### config.mk
export PLATFORM = sky130hd
export DESIGN_NAME = uart_tx_scheduler
export DESIGN_NICKNAME = d
export VERILOG_FILES = /design/src/rtl/uart_pkg.sv /design/src/rtl/uart_rr_arbiter.sv /design/src/rtl/uart_tx_scheduler.sv
export SDC_FILE = /design/constraint.sdc
export NUM_CORES = 1
export LEC_CHECK = 0
export BUFFER_PORTS_ARGS = -buffer_cell sky130_fd_sc_hd__clkbuf_2
export CAP_MARGIN = 20
export CORE_MARGIN = 2
export CORE_UTILIZATION = 35
export CTS_BUF_LIST = sky130_fd_sc_hd__clkbuf_8
export DETAILED_ROUTE_END_ITERATION = 12
export SLEW_MARGIN = 20
export SYNTH_ARGS = -nofsm -noshare
export SYNTH_HDL_FRONTEND = slang
export SYNTH_SLANG_ARGS = --single-unit
### constraint.sdc
create_clock -name clk_i -period 5.75 [get_ports clk_i]
set_clock_uncertainty 0.2 [all_clocks]
set_input_delay 0.575 -clock clk_i [delete_from_list [all_inputs] [get_ports clk_i]]
set_output_delay 0.575 -clock clk_i [all_outputs]
set_load 0.02 [all_outputs]
### src/rtl/uart_pkg.sv
// Shared definitions for the UART transmit scheduler: FSM encoding, default
// parameter values and the round-robin pointer helper.
package uart_pkg;

  typedef enum logic [2:0] {
    S_IDLE,
    S_LAUNCH,
    S_ACTIVE,
    S_GAP,
    S_HOLD
  } state_e;

  localparam int unsigned DefNumReq        = 4;
  localparam int unsigned DefGapCycles     = 0;
  localparam int unsigned DefLaunchTimeout = 16;

  // Next requester index after idx, wrapping at n.
  function automatic int unsigned rr_next(int unsigned idx, int unsigned n);
    return (idx + 1 >= n) ? 0 : idx + 1;
  endfunction

endpackage

### src/rtl/uart_rr_arbiter.sv
// Combinational round-robin picker: first asserted request searching upward
// from ptr, wrapping modulo NumReq.
module uart_rr_arbiter #(
  parameter int unsigned NumReq = 4,
  parameter int unsigned IdxW   = $clog2(NumReq)
) (
  input  logic [NumReq-1:0] req,
  input  logic [IdxW-1:0]   ptr,
  output logic [NumReq-1:0] gnt,
  output logic [IdxW-1:0]   idx,
  output logic              found
);

  logic [IdxW-1:0] cand;

  always_comb begin
    gnt   = '0;
    idx   = '0;
    found = 1'b0;
    cand  = '0;
    for (int unsigned i = 0; i < NumReq; i++) begin
      cand = IdxW'((32'(ptr) + i) % NumReq);
      if (!found && req[cand]) begin
        found     = 1'b1;
        gnt[cand] = 1'b1;
        idx       = cand;
      end
    end
  end

endmodule

### src/rtl/uart_tx_scheduler.sv
// Shares one uart_tx between several byte-stream requesters with round-robin
// arbitration, packet locking, launch timeout and a programmable inter-frame gap.
module uart_tx_scheduler
  import uart_pkg::*;
#(
  parameter int unsigned p_num_req        = DefNumReq,
  parameter int unsigned p_gap_cycles     = DefGapCycles,
  parameter int unsigned p_launch_timeout = DefLaunchTimeout
) (
  input  logic                   clk_i,
  input  logic                   rst_n_i,
  input  logic [p_num_req-1:0]   req_valid_i,
  input  logic [8*p_num_req-1:0] req_data_i,
  input  logic [p_num_req-1:0]   req_last_i,
  output logic [p_num_req-1:0]   req_ready_o,
  output logic                   tx_enable_o,
  output logic [7:0]             tx_data_o,
  input  logic                   tx_busy_i,
  output logic [p_num_req-1:0]   grant_o,
  output logic                   busy_o,
  output logic                   err_o
);

  localparam int unsigned IdxW = $clog2(p_num_req);
  localparam int unsigned GapW = (p_gap_cycles > 0) ? $clog2(p_gap_cycles + 1) : 1;
  localparam int unsigned ToW  = (p_launch_timeout > 0) ? $clog2(p_launch_timeout + 1) : 1;

  state_e               state_q, state_d;
  logic [IdxW-1:0]      rr_ptr_q, rr_ptr_d;
  logic [IdxW-1:0]      owner_q, owner_d;
  logic [7:0]           data_q, data_d;
  logic                 lock_end_q, lock_end_d;
  logic [p_num_req-1:0] grant_q, grant_d;
  logic                 err_q, err_d;
  logic [GapW-1:0]      gap_cnt_q, gap_cnt_d;
  logic [ToW-1:0]       to_cnt_q, to_cnt_d;

  logic [p_num_req-1:0] arb_gnt;
  logic [IdxW-1:0]      arb_idx;
  logic                 arb_found;
  logic [IdxW-1:0]      sel_idx;
  logic [7:0]           sel_data;
  logic                 sel_last;
  logic                 gap_done;
  logic                 launch_expired;
  logic                 frame_exit;
  logic [IdxW-1:0]      owner_next;

  uart_rr_arbiter #(
    .NumReq (p_num_req),
    .IdxW   (IdxW)
  ) u_arbiter (
    .req   (req_valid_i),
    .ptr   (rr_ptr_q),
    .gnt   (arb_gnt),
    .idx   (arb_idx),
    .found (arb_found)
  );

  // In S_HOLD only the owner may transfer; elsewhere the arbiter picks.
  assign sel_idx        = (state_q == S_HOLD) ? owner_q : arb_idx;
  assign sel_data       = req_data_i[{sel_idx, 3'b000} +: 8];
  assign sel_last       = req_last_i[sel_idx];
  assign gap_done       = (32'(gap_cnt_q) + 32'd1) >= p_gap_cycles;
  assign launch_expired = (32'(to_cnt_q) + 32'd1) >= p_launch_timeout;
  assign owner_next     = IdxW'(rr_next(32'(owner_q), p_num_req));

  always_comb begin
    state_d     = state_q;
    rr_ptr_d    = rr_ptr_q;
    owner_d     = owner_q;
    data_d      = data_q;
    lock_end_d  = lock_end_q;
    grant_d     = grant_q;
    err_d       = err_q;
    gap_cnt_d   = gap_cnt_q;
    to_cnt_d    = to_cnt_q;
    req_ready_o = '0;
    tx_enable_o = 1'b0;
    frame_exit  = 1'b0;

    unique case (state_q)
      S_IDLE: begin
        if (arb_found) begin
          req_ready_o = arb_gnt;
          data_d      = sel_data;
          lock_end_d  = sel_last;
          grant_d     = arb_gnt;
          owner_d     = arb_idx;
          to_cnt_d    = '0;
          state_d     = S_LAUNCH;
        end
      end
      S_LAUNCH: begin
        tx_enable_o = 1'b1;
        if (tx_busy_i) begin
          state_d = S_ACTIVE;
        end else if (launch_expired) begin
          // Transmitter never answered: drop the byte and release the lock.
          err_d    = 1'b1;
          grant_d  = '0;
          rr_ptr_d = owner_next;
          state_d  = S_IDLE;
        end else begin
          to_cnt_d = to_cnt_q + 1'b1;
        end
      end
      S_ACTIVE: begin
        if (!tx_busy_i) begin
          if (p_gap_cycles == 0) begin
            frame_exit = 1'b1;
          end else begin
            gap_cnt_d = '0;
            state_d   = S_GAP;
          end
        end
      end
      S_GAP: begin
        if (gap_done) begin
          frame_exit = 1'b1;
        end else begin
          gap_cnt_d = gap_cnt_q + 1'b1;
        end
      end
      S_HOLD: begin
        req_ready_o[owner_q] = req_valid_i[owner_q];
        if (req_valid_i[owner_q]) begin
          data_d     = sel_data;
          lock_end_d = sel_last;
          to_cnt_d   = '0;
          state_d    = S_LAUNCH;
        end
      end
      default: state_d = S_IDLE;
    endcase

    if (frame_exit) begin
      if (lock_end_q) begin
        grant_d  = '0;
        rr_ptr_d = owner_next;
        state_d  = S_IDLE;
      end else begin
        state_d = S_HOLD;
      end
    end
  end

  always_ff @(posedge clk_i or negedge rst_n_i) begin
    if (!rst_n_i) begin
      state_q    <= S_IDLE;
      rr_ptr_q   <= '0;
      owner_q    <= '0;
      data_q     <= 8'h00;
      lock_end_q <= 1'b0;
      grant_q    <= '0;
      err_q      <= 1'b0;
      gap_cnt_q  <= '0;
      to_cnt_q   <= '0;
    end else begin
      state_q    <= state_d;
      rr_ptr_q   <= rr_ptr_d;
      owner_q    <= owner_d;
      data_q     <= data_d;
      lock_end_q <= lock_end_d;
      grant_q    <= grant_d;
      err_q      <= err_d;
      gap_cnt_q  <= gap_cnt_d;
      to_cnt_q   <= to_cnt_d;
    end
  end

  assign tx_data_o = data_q;
  assign grant_o   = grant_q;
  assign busy_o    = (state_q != S_IDLE);
  assign err_o     = err_q;

endmodule

==> results of run 1 <==
==> per-stage QoR <==
stage | hold WS, ns | instance area (µm²)
2_1_floorplan | 0.07941 | 2243
3_3_place_gp | 0.2560 | 2542
3_5_place_dp | 0.2590 | 2542
4_1_cts | 0.1504 | 2584
5_1_grt | 0.1749 | 2584
6_report | 0.1290 | 2584
==> registers in the layout (all words and copies together) (netlist names) <==
register    flops
state_q         3
tx_data_o       8
owner_q         2
rr_ptr_q        2
to_cnt_q        5
grant_o         4
err_o           1
lock_end_q      1
==> cells in the mapped netlist, types with 4 or more instances <==
master,count,area [µm²]
o41ai_2,8,130.1
o21ai_1,8,40.04
inv_1,8,30.03
a211oi_2,9,112.6
clkbuf_1,4,15.01
a21oi_1,7,35.03
nand2_1,22,82.58
nor2_1,16,60.06
a22o_2,4,40.04
ha_1,12,150.1
a22oi_1,4,30.03
dfrtp_1,26,650.6
buf_6,5,56.30
nor2b_1,4,25.02
nor4_1,9,56.30
mux2i_1,13,130.1
or3_1,10,62.56
==> report_power, final <==
part / internal, W / total (W) / switching [W]
Clock: 0.0000469 / 0.000101 / 0.0000540
Sequential: 0.000258 / 0.000346 / 0.0000886
Combinational: 0.000387 / 0.000970 / 0.000583
==> layout make-up <==
cell class	instances	area, µm²
Fill cell	635	3694
Timing Repair Buffer	62	312.8
Sequential cell	26	650.6
Multi-Input combinational cell	178	1453
Tap cell	77	96.34
Inverter	8	30.03
Clock buffer	3	41.29
==> path summary, 6_finish.rpt <==
kind / to / slack (ns) / from / depth (start not counted)
max reg2reg: tx_data_o[7]$_DFFE_PN0P_ / 1.45 / rr_ptr_q[0]$_DFF_PN0_ / 8
min reg2reg: err_o$_DFFE_PN0P_ / 0.27 / err_o$_DFFE_PN0P_ / 1
min in group clk_i: err_o$_DFFE_PN0P_ / 0.27 / err_o$_DFFE_PN0P_ / 1
min: to_cnt_q[0]$_DFFE_PN0P_ / 0.13 / rst_n_i / 1
max in group asynchronous: owner_q[0]$_DFFE_PN0P_ / 4.79 / rst_n_i / 1
max: tx_data_o[7]$_DFFE_PN0P_ / 1.45 / rr_ptr_q[0]$_DFF_PN0_ / 8
==> cells by family after synthesis <==
family | Yosys count | share of synthesized area, %
adder cells (fa/ha/maj) | 12 | 6.693
AO/OA/AOI/OAI | 62 | 26.38
AND/OR/NAND/NOR | 84 | 20.41
flip-flops | 26 | 29.00
multiplexers | 19 | 10.48
XOR/XNOR | 1 | 0.3905
buffers and inverters | 24 | 6.636
==> layer usage <==
layer | track usage [%] | wire length, µm
met5 | 0 | 0
met4 | 5.572 | 102
met3 | 2.275 | 295
met2 | 24.46 | 2457
met1 | 21.75 | 2558
==> out/results.md, run 1 <==
| Item | Reported |
|:---|:---|
| Result of the run | completed |
| H-tree levels | 1 |
| Cells after synthesis | 228 |
| Master of the slowest instance on the critical path | nor2b_1 |
| Power density over the cells | 548.6 nW/µm² |
| Worst slew pin tran | 0.9891 ns |
| Number of distinct standard cells referenced by the synthesized netlist | 57 |
| Leakage | 1.188 nW |
| Average vias per placed instance | 5.460 |
| Commonest non-fill, non-tap cell in the layout | clkbuf_2 |
| Worst hold-check path type | input pin to async pin |
| I/O Buffers | 61 |
| Syn. warnings | 0 |
| Post-route DRC violation count | 0 |
| Worst-path maximum fanout | 19 |
| Finish-stage setup viols | 0 |
| Highest-count cells in the layout ignoring fill and taps | clkbuf_2, dfrtp_1, nand2_1 |
| Count of endpoints failing hold in the final timing report | 0 |
| Placeable core region | 6277 µm² |
| Number of storage elements in the synthesis netlist | 26 |
| Setup TNS | 0 ns |
| Avg WL per Cell | 15.29 µm |
| Maximum number of pins on one net before global-route repair | 27 |
| Post-synth top flop | dfrtp_1 |
| Tcrit/Tclk final | 74.84% |
| Required time at the worst-slack endpoint | 5.66 ns |
| CTS tree | yes |
| Max-cap viol count | 0 |
| Count of inserted antenna diode cells | 0 |
| Post-synthesis net count | 283 |
| GRT overflow | 0 |
| Sinks on Clock Net | 26 |
| Die X | 84.06 µm |
| Number of cells after detailed placement | 351 |
| Startpoint type of the worst setup path | flip-flop |
| Family of cells with the greatest summed delay on the critical path | compound AO/OA/AOI/OAI gates |
| Number of iterations in the first detailed-routing pass | 4 |
| Crit path DAT | 4.21 ns |
| Violation count after the first detailed-routing iteration | 74 |
| Number of non-filler instances in the completed layout | 354 |
| Total number of nets in the final design | 334 |
| GRT Overall Usage | 15.58% |
| Number of setup buffers added after CTS | 0 |
| Classification of the worst setup path | flip-flop to flip-flop |
| Biggest cell delay along the critical path | 0.87 ns |
| Number of nets with antenna violations after detailed routing | 0 |
| Later-pin clock latency in the skew report | 0.26 ns |
| RSZ-0062 raised after global routing | false |
| Master cell of the clock root buffer | clkbuf_8 |
| IO Count | 62 |
| Effective utilization at floorplan | 35.74% |
| Highest achievable clock rate | 232.4 MHz |
| Per-instance average area after synthesis | 9.839 µm² |
| Design Power | 0.001417 W |
| Number of enable-type register cells in the synthesized netlist | 0 |
| TritonCTS Buffers | 3 |
| Post-detailed-routing wire length | 5414 µm |
| Vias after detailed routing | 1933 |
| Peak ir drop on the vdd network | 0.2453 mV |
| Clock slew at reported path FFs | 0.09 ns |
| Sequential cell area fraction in the yosys report | 29.00% |
| Max Buffers Root-to-Sink | 2 |
| Post-CTS Resized | 0 |
| Slew Limit Headroom | 33.92% |
| Async set-or-reset flop fraction in the synthesized netlist | 100.0% |
| Post-DP HPWL | 4126 µm |
| Final RePlAce weighted congestion | 0.8025 |
| Setup ws final | 1.447 ns |
| Number of antenna violations at the first check in global routing | 0 |
| Clock period minus final worst setup slack | 4.303 ns |
| Synthesis-to-layout area growth | 15.17% |
| Type of element capturing the critical path | flip-flop |
| Final standard cell utilization of the core | 41.16% |
| CP cell instances | inv_1 > ha_1 > mux4_2 > o211ai_1 > o2111ai_1 > o21ba_1 > nor2b_1 > a211oi_2 |
| Wire length of the first global-routing pass | 9101 µm |
| Synthesized cell area | 2243 µm² |
| Die Footprint | 7066 µm² |
| Final-report max-slew violation count | 0 |
| Site Rows | 29 |
| Number of global-route vias before repair | 1847 |
| Hold buffer count at CTS | 0 |
| Worst slack, placed | 1.467 ns |
| Overall die height | 84.06 µm |
| Fraction of final layout cells with drive strength greater than 1 | 36.46% |
| Number of buffers and inverters on the critical path | 1 |
No activity file was read; power rests on OpenSTA's default activity.
==> inputs of run 2 (changes only) <==
clock period = 4 ns   (was 5.75 ns; I/O delays follow)
==> run 2 against run 1 <==
Power up 47%. Utilization increased by 0.74 points. Clock-buffer cell count rose by 1. Combinational power grew 47%. Routed wire length decreased by 1.6%. Critical endpoint is now req_ready_o[0]. Highest routed layer unchanged.
==> out/results.md, run 2 (synthesis results as in run 1) <==
| Item | Reported | vs previous |
|:---|:---|:---|
| Result of the run | completed |  |
| Wire length on met1 | 2490 µm | -2.7% |
| Number of iterations in the first detailed-routing pass | 4 | unchanged |
| Violation count after the first detailed-routing iteration | 117 | +58% |
| Worst slew pin tran | 0.9797 ns | -0.009488 ns |
| Endpoint of the worst register-to-register path | tx_data_o[1]$_DFFE_PN0P_ |  |
| Startpoint type of the worst setup path | flip-flop |  |
| RSZ-0062 raised after global routing | false |  |
| Final-layout fill cell count | 614 | -3.3% |
| Highest metal layer used by the detailed router | met4 |  |
| Setup slack of the worst register-to-register path | 0.67 ns | -0.78 ns |
| Hold Crit Depth | 2 |  |
| Die Footprint | 7066 µm² | unchanged |
| Slew Limit Headroom | 34.56% | +0.63 points |
| Highest-count cells in the layout ignoring fill and taps | clkbuf_2, dfrtp_1, nand2_1 |  |
| Later-pin clock latency in the skew report | 0.27 ns | about the same |
| Area of the multi-input gates | 1453 µm² | unchanged |
| Placeable core region | 6277 µm² | unchanged |
| R2R Path Start | rr_ptr_q[1]$_DFF_PN0_ |  |
| Maximum number of pins on one net before global-route repair | 27 | unchanged |
| Post-detailed-routing wire length | 5327 µm | -1.6% |
| GRT overflow | 0 | unchanged |
| Number of global-route vias before repair | 1903 | +3.0% |
| Post-DP HPWL | 4047 µm | -1.9% |
| Worst setup path startpoint | rr_ptr_q[1]$_DFF_PN0_ |  |
| Fraction of final layout cells with drive strength greater than 1 | 37.23% | +0.77 points |
| Peak ir drop on the vdd network | 0.3943 mV | +61% |
| Tcrit/Tclk final | 88.34% |  |
| Setup TNS | 0 ns | unchanged |
| Number of setup buffers added after CTS | 0 | unchanged |
| Number of cells after detailed placement | 354 | +0.85% |
| Max reg flops | 8 | unchanged |
| Family of cells with the greatest summed delay on the critical path | multiplexers |  |
| Number of nets with antenna violations after detailed routing | 0 | unchanged |
| Overall die height | 84.06 µm | unchanged |
| Leakage | 1.214 nW | +2.2% |
| CTS tree | yes |  |
| Sinks on Clock Net | 26 | unchanged |
| Vias after detailed routing | 1996 | +3.3% |
| Final RePlAce weighted congestion | 0.8427 | +5.0% |
| TritonCTS Buffers | 3 | unchanged |
| Max-cap viol count | 0 | unchanged |
| Synthesis-to-layout area growth | 17.23% |  |
| Amount of wire on met2 after detailed routing | 2464 µm | +0.28% |
| Number of non-filler instances in the completed layout | 359 | +1.4% |
| H-tree levels | 1 | unchanged |
| CP cell instances | inv_1 > ha_1 > mux4_2 > nor2b_1 > a22oi_1 > nor2_1 > o21ai_1 > nand2_1 > clkbuf_2 |  |
| Number of buffers and inverters on the critical path | 2 | +1 |
| Clock slew at reported path FFs | 0.10 ns | about the same |
| Worst hold-check path type | input pin to flip-flop |  |
| Classification of the worst setup path | flip-flop to output port |  |
| Count of endpoints failing hold in the final timing report | 0 | unchanged |
| End point of the most critical hold path | state_q[1]$_DFFE_PN0P_ |  |
| GRT Overall Usage | 15.81% | +0.24 points |
| Wire length on met3 | 270 µm | -8.5% |
| Number of cells on the worst reg-to-reg path | 8 | unchanged |
| Register Area | 650.6 µm² | unchanged |
| Final standard cell utilization of the core | 41.90% | +0.74 points |
| Clock period minus final worst setup slack | 3.534 ns |  |
| Max Buffers Root-to-Sink | 2 | unchanged |
| Biggest cell delay along the critical path | 0.62 ns | -0.25 ns |
| Crit path DAT | 2.93 ns | -1.28 ns |
| Wire length of the first global-routing pass | 9363 µm | +2.9% |
| Post-route worst hold slack | 0.2024 ns | +0.07340 ns |
| Commonest non-fill, non-tap cell in the layout | clkbuf_2 |  |
| Required time at the worst-slack endpoint | 3.40 ns | -2.26 ns |
| IO Count | 62 | unchanged |
| Master of the slowest instance on the critical path | mux4_2 |  |
| Die X | 84.06 µm | unchanged |
| Total number of nets in the final design | 338 | +1.2% |
| Final-report max-slew violation count | 0 | unchanged |
| Start point of the worst hold path | tx_busy_i |  |
| Highest achievable clock rate | 283.0 MHz |  |
| Average vias per placed instance | 5.560 | +1.8% |
| Number of antenna violations at the first check in global routing | 0 | unchanged |
| Post-route DRC violation count | 0 | unchanged |
| Master cell of the clock root buffer | clkbuf_8 |  |
| Effective utilization at floorplan | 35.74% | unchanged |
| Count of inserted antenna diode cells | 0 | unchanged |
| Site Rows | 29 | unchanged |
| Power density over the cells | 790.1 nW/µm² | +44% |
| Worst-path maximum fanout | 9 | -10 |
| I/O Buffers | 61 | unchanged |
| Avg WL per Cell | 14.84 µm | -3.0% |
| Finish-stage setup viols | 0 | unchanged |
| Type of element capturing the critical path | output port |  |
[run 2: cell count changes in the layout (fill, tap and decap cells not counted)]
cell / change
buf_4: +3
dlygate4sd3_1: +1
clkbuf_8: +1
[run 2: where the power goes]
part	switching, W	leakage, nW	internal (W)
logic	0.000851	0.866	0.000580
clock network	0.0000840	0.0288	0.0000880
registers	0.000104	0.320	0.000371
total	0.00104	1.21	0.00104
[run 2: worst max-delay path by stage]
stage / to / slack [ns] / depth (start not counted)
finish: req_ready_o[0] / 0.47 / 9
floorplan: tx_data_o[7]$_DFFE_PN0P_ / 0.98 / 11
global placement: tx_data_o[1]$_DFFE_PN0P_ / 0.77 / 8
global route: req_ready_o[0] / 0.21 / 9
detailed placement: tx_data_o[1]$_DFFE_PN0P_ / 0.68 / 8
CTS: req_ready_o[0] / 0.46 / 9
[run 2: routing by layer]
metal	global-route usage (%)	vias to the layer above
met1	22.07	948
met4	5.572	0
met2	25.32	68
met3	1.682	7
li1	-	973
met5	0	-
[run 2: layout make-up]
type / count / area share, %
Multi-Input combinational cell: 178 / 55.23
Sequential cell: 26 / 24.74
Timing Repair Buffer: 66 / 13.13
Tap cell: 77 / 3.663
Clock buffer: 4 / 2.093
Inverter: 8 / 1.142
[run 2: timing repair]
action	CTS	global route
hold buffers	1	0
resized for setup	0	0
hold endpoints to repair	26	0
[run 2: stage by stage]
step	total power (W)	worst slack, ns	cell area, µm²
after floorplan	0.001664	0.9763	2243
after CTS	0.002096	0.4580	2630
after detailed placement	0.001917	0.6762	2565
after global routing	0.002276	0.2129	2630
after global placement	0.001905	0.7713	2565
final	0.002078	0.4663	2630
==> inputs of run 3 (changes only) <==
CORE_UTILIZATION = 28   (was 35)
==> run 3 against run 2 <==
Clock-buffer cell count down 1. Power rose by 3.4%. Worst hold slack better by 0.0049 ns. First-iteration DRC count increased by 5.1%. Design area rose by 2.1%. Non-clock buffer count stayed put. Highest routed layer unchanged.
==> out/results.md, run 3 (synthesis results as in run 1) <==
| Item | Reported | vs previous |
|:---|:---|:---|
| Result of the run | completed |  |
| Number of iterations in the first detailed-routing pass | 4 | unchanged |
| Violation count after the first detailed-routing iteration | 123 | +5.1% |
| Number of global-route vias before repair | 1882 | -1.1% |
| Highest-count cells in the layout ignoring fill and taps | clkbuf_2, dfrtp_1, nand2_1 |  |
| Post-route DRC violation count | 0 | unchanged |
| Placeable core region | 7727 µm² | +23% |
| Max-cap viol count | 0 | unchanged |
| Clock network fraction of design power | 10.5% | +2.2 points |
| I/O Buffers | 61 | unchanged |
| Leakage | 1.224 nW | +0.80% |
| Max reg flops | 8 | unchanged |
| Average vias per placed instance | 5.089 | -8.5% |
| CTS tree | yes |  |
| Sequential power share | 22.0% | -0.9 points |
| Classification of the worst setup path | flip-flop to output port |  |
| Cell internal power dissipation | 0.001097 W | +5.6% |
| Highest achievable clock rate | 282.1 MHz | -0.30% |
| Total number of nets in the final design | 338 | unchanged |
| Final RePlAce weighted congestion | 0.8226 | -2.4% |
| Worst-path maximum fanout | 9 | unchanged |
| Avg WL per Cell | 14.59 µm | -1.6% |
| Number of antenna violations at the first check in global routing | 0 | unchanged |
| Setup slack of the worst register-to-register path | 0.61 ns | -0.06 ns |
| Count of inserted antenna diode cells | 0 | unchanged |
| GRT overflow | 0 | unchanged |
| Post-DP HPWL | 4175 µm | +3.2% |
| Finish-stage setup viols | 0 | unchanged |
| Type of element capturing the critical path | output port |  |
| Clock period minus final worst setup slack | 3.544 ns | +0.01071 ns |
| Power density over the cells | 799.9 nW/µm² | +1.2% |
| Number of non-filler instances in the completed layout | 384 | +7.0% |
| Wire length of the first global-routing pass | 9163 µm | -2.1% |
| Effective utilization at floorplan | 29.03% | -6.7 points |
| Setup TNS | 0 ns | unchanged |
| IO Count | 62 | unchanged |
| Fraction of power spent switching nets | 48.93% | -1.1 points |
| Sinks on Clock Net | 26 | unchanged |
| Number of cells after detailed placement | 378 | +6.8% |
| Master cell of the clock root buffer | clkbuf_8 |  |
| Tcrit/Tclk final | 88.61% | +0.27 points |
| Worst setup path startpoint | rr_ptr_q[1]$_DFF_PN0_ |  |
| Later-pin clock latency in the skew report | 0.28 ns | about the same |
| Start point of the worst hold path | tx_busy_i |  |
| H-tree levels | 1 | unchanged |
| Die Footprint | 8744 µm² | +24% |
| Synthesis-to-layout area growth | 19.69% |  |
| R2R Path Start | rr_ptr_q[1]$_DFF_PN0_ |  |
| Fraction of final layout cells with drive strength greater than 1 | 37.23% | unchanged |
| Worst slew pin tran | 1.011 ns | +0.03136 ns |
| Final-report max-slew violation count | 0 | unchanged |
| Setup ws final | 0.4556 ns | -0.01071 ns |
| Sw Pwr | 0.001051 W | +1.1% |
| Crit path DAT | 2.94 ns | about the same |
| Required time at the worst-slack endpoint | 3.40 ns | about the same |
| Vias after detailed routing | 1954 | -2.1% |
| Count of endpoints failing hold in the final timing report | 0 | unchanged |
| Site Rows | 32 | +10% |
| Maximum number of pins on one net before global-route repair | 27 | unchanged |
| RSZ-0062 raised after global routing | false |  |
| Worst slack, placed | 0.5556 ns | -0.1206 ns |
| Max Buffers Root-to-Sink | 2 | unchanged |
| Startpoint type of the worst setup path | flip-flop |  |
| Commonest non-fill, non-tap cell in the layout | clkbuf_2 |  |
| Clock slew at reported path FFs | 0.10 ns | about the same |
| TritonCTS Buffers | 3 | unchanged |
| Post-CTS Resized | 0 | unchanged |
| Post-detailed-routing wire length | 5604 µm | +5.2% |
| Worst hold-check path type | input pin to flip-flop |  |
| Slew Limit Headroom | 32.46% | -2.1 points |
| Design Power | 0.002148 W | +3.4% |
| GRT Overall Usage | 12.98% | -2.8 points |
| Number of nets with antenna violations after detailed routing | 0 | unchanged |
| Die X | 93.51 µm | +11% |
| Overall die height | 93.51 µm | +11% |
| Peak ir drop on the vdd network | 0.2501 mV | -37% |
| Final standard cell utilization of the core | 34.75% | -7.2 points |
| Fraction of power consumed by combinational cells | 67.6% | -1.3 points |
## run 3: changes by cell type in the layout (fill, tap and decap cells not counted), sizes merged
cell    delta
bufinv     +1
clkbuf     -1
## run 3: area by class of cell
class | count | area (µm²)
Fill cell | 803 | 5042
Clock buffer | 3 | 41.29
Inverter | 8 | 30.03
Tap cell | 102 | 127.6
Sequential cell | 26 | 650.6
Timing Repair Buffer | 66 | 352.8
Multi-Input combinational cell | 178 | 1453
Clock inverter | 1 | 30.03
## run 3: critical path, stage by stage, from the launching register on
cell,delay [ns]
dfrtp_1,0.51
inv_1,0.19
ha_1,0.52
mux4_2,0.62
nor2b_1,0.27
a22oi_1,0.11
nor2_1,0.11
o21ai_1,0.11
nand2_1,0.08
clkbuf_2,0.16
## run 3: path summary, 6_finish.rpt
check | to | depth (start not counted)
min reg2reg | state_q[2]$_DFFE_PN0P_ | 1
min in group asynchronous | rr_ptr_q[1]$_DFF_PN0_ | 2
max reg2reg | tx_data_o[7]$_DFFE_PN0P_ | 8
max | req_ready_o[2] | 9
max in group asynchronous | tx_data_o[0]$_DFFE_PN0P_ | 2
min | state_q[1]$_DFFE_PN0P_ | 2
## run 3: metal layers
metal / wire length, µm / up-vias / track usage, % / share of wire, %
li1: - / 975 / - / -
met3: 324 / 6 / 1.773 / 5.8
met2: 2532 / 57 / 20.86 / 45
met5: 0 / - / 0 / 0
met1: 2645 / 916 / 17.81 / 47
met4: 102 / 0 / 4.534 / 1.8
## run 3: stage by stage
stage | hold WS, ns | area [µm²]
2_1_floorplan | -0.09559 | 2243
3_3_place_gp | 0.2730 | 2589
3_5_place_dp | 0.2753 | 2589
4_1_cts | 0.2063 | 2670
5_1_grt | 0.2113 | 2685
6_report | 0.2073 | 2685
## run 3: timing repair
| action | 4_1_cts | 5_1_grt |
|---|---|---|
| endpoints found under the hold margin | 26 | 0 |
| buffers inserted | 0 | 0 |
| setup endpoints to repair | 0 | 0 |
| hold buffers | 1 | 0 |
## run 3: power groups by stage
stage | Clock (W) | Sequential [W] | Combinational [W]
global placement | 0 | 0.000476 | 0.00143
global route | 0.000243 | 0.000490 | 0.00160
floorplan | 0 | 0.000520 | 0.00114
detailed placement | 0 | 0.000478 | 0.00144
CTS | 0.000233 | 0.000473 | 0.00144
finish | 0.000225 | 0.000472 | 0.00145
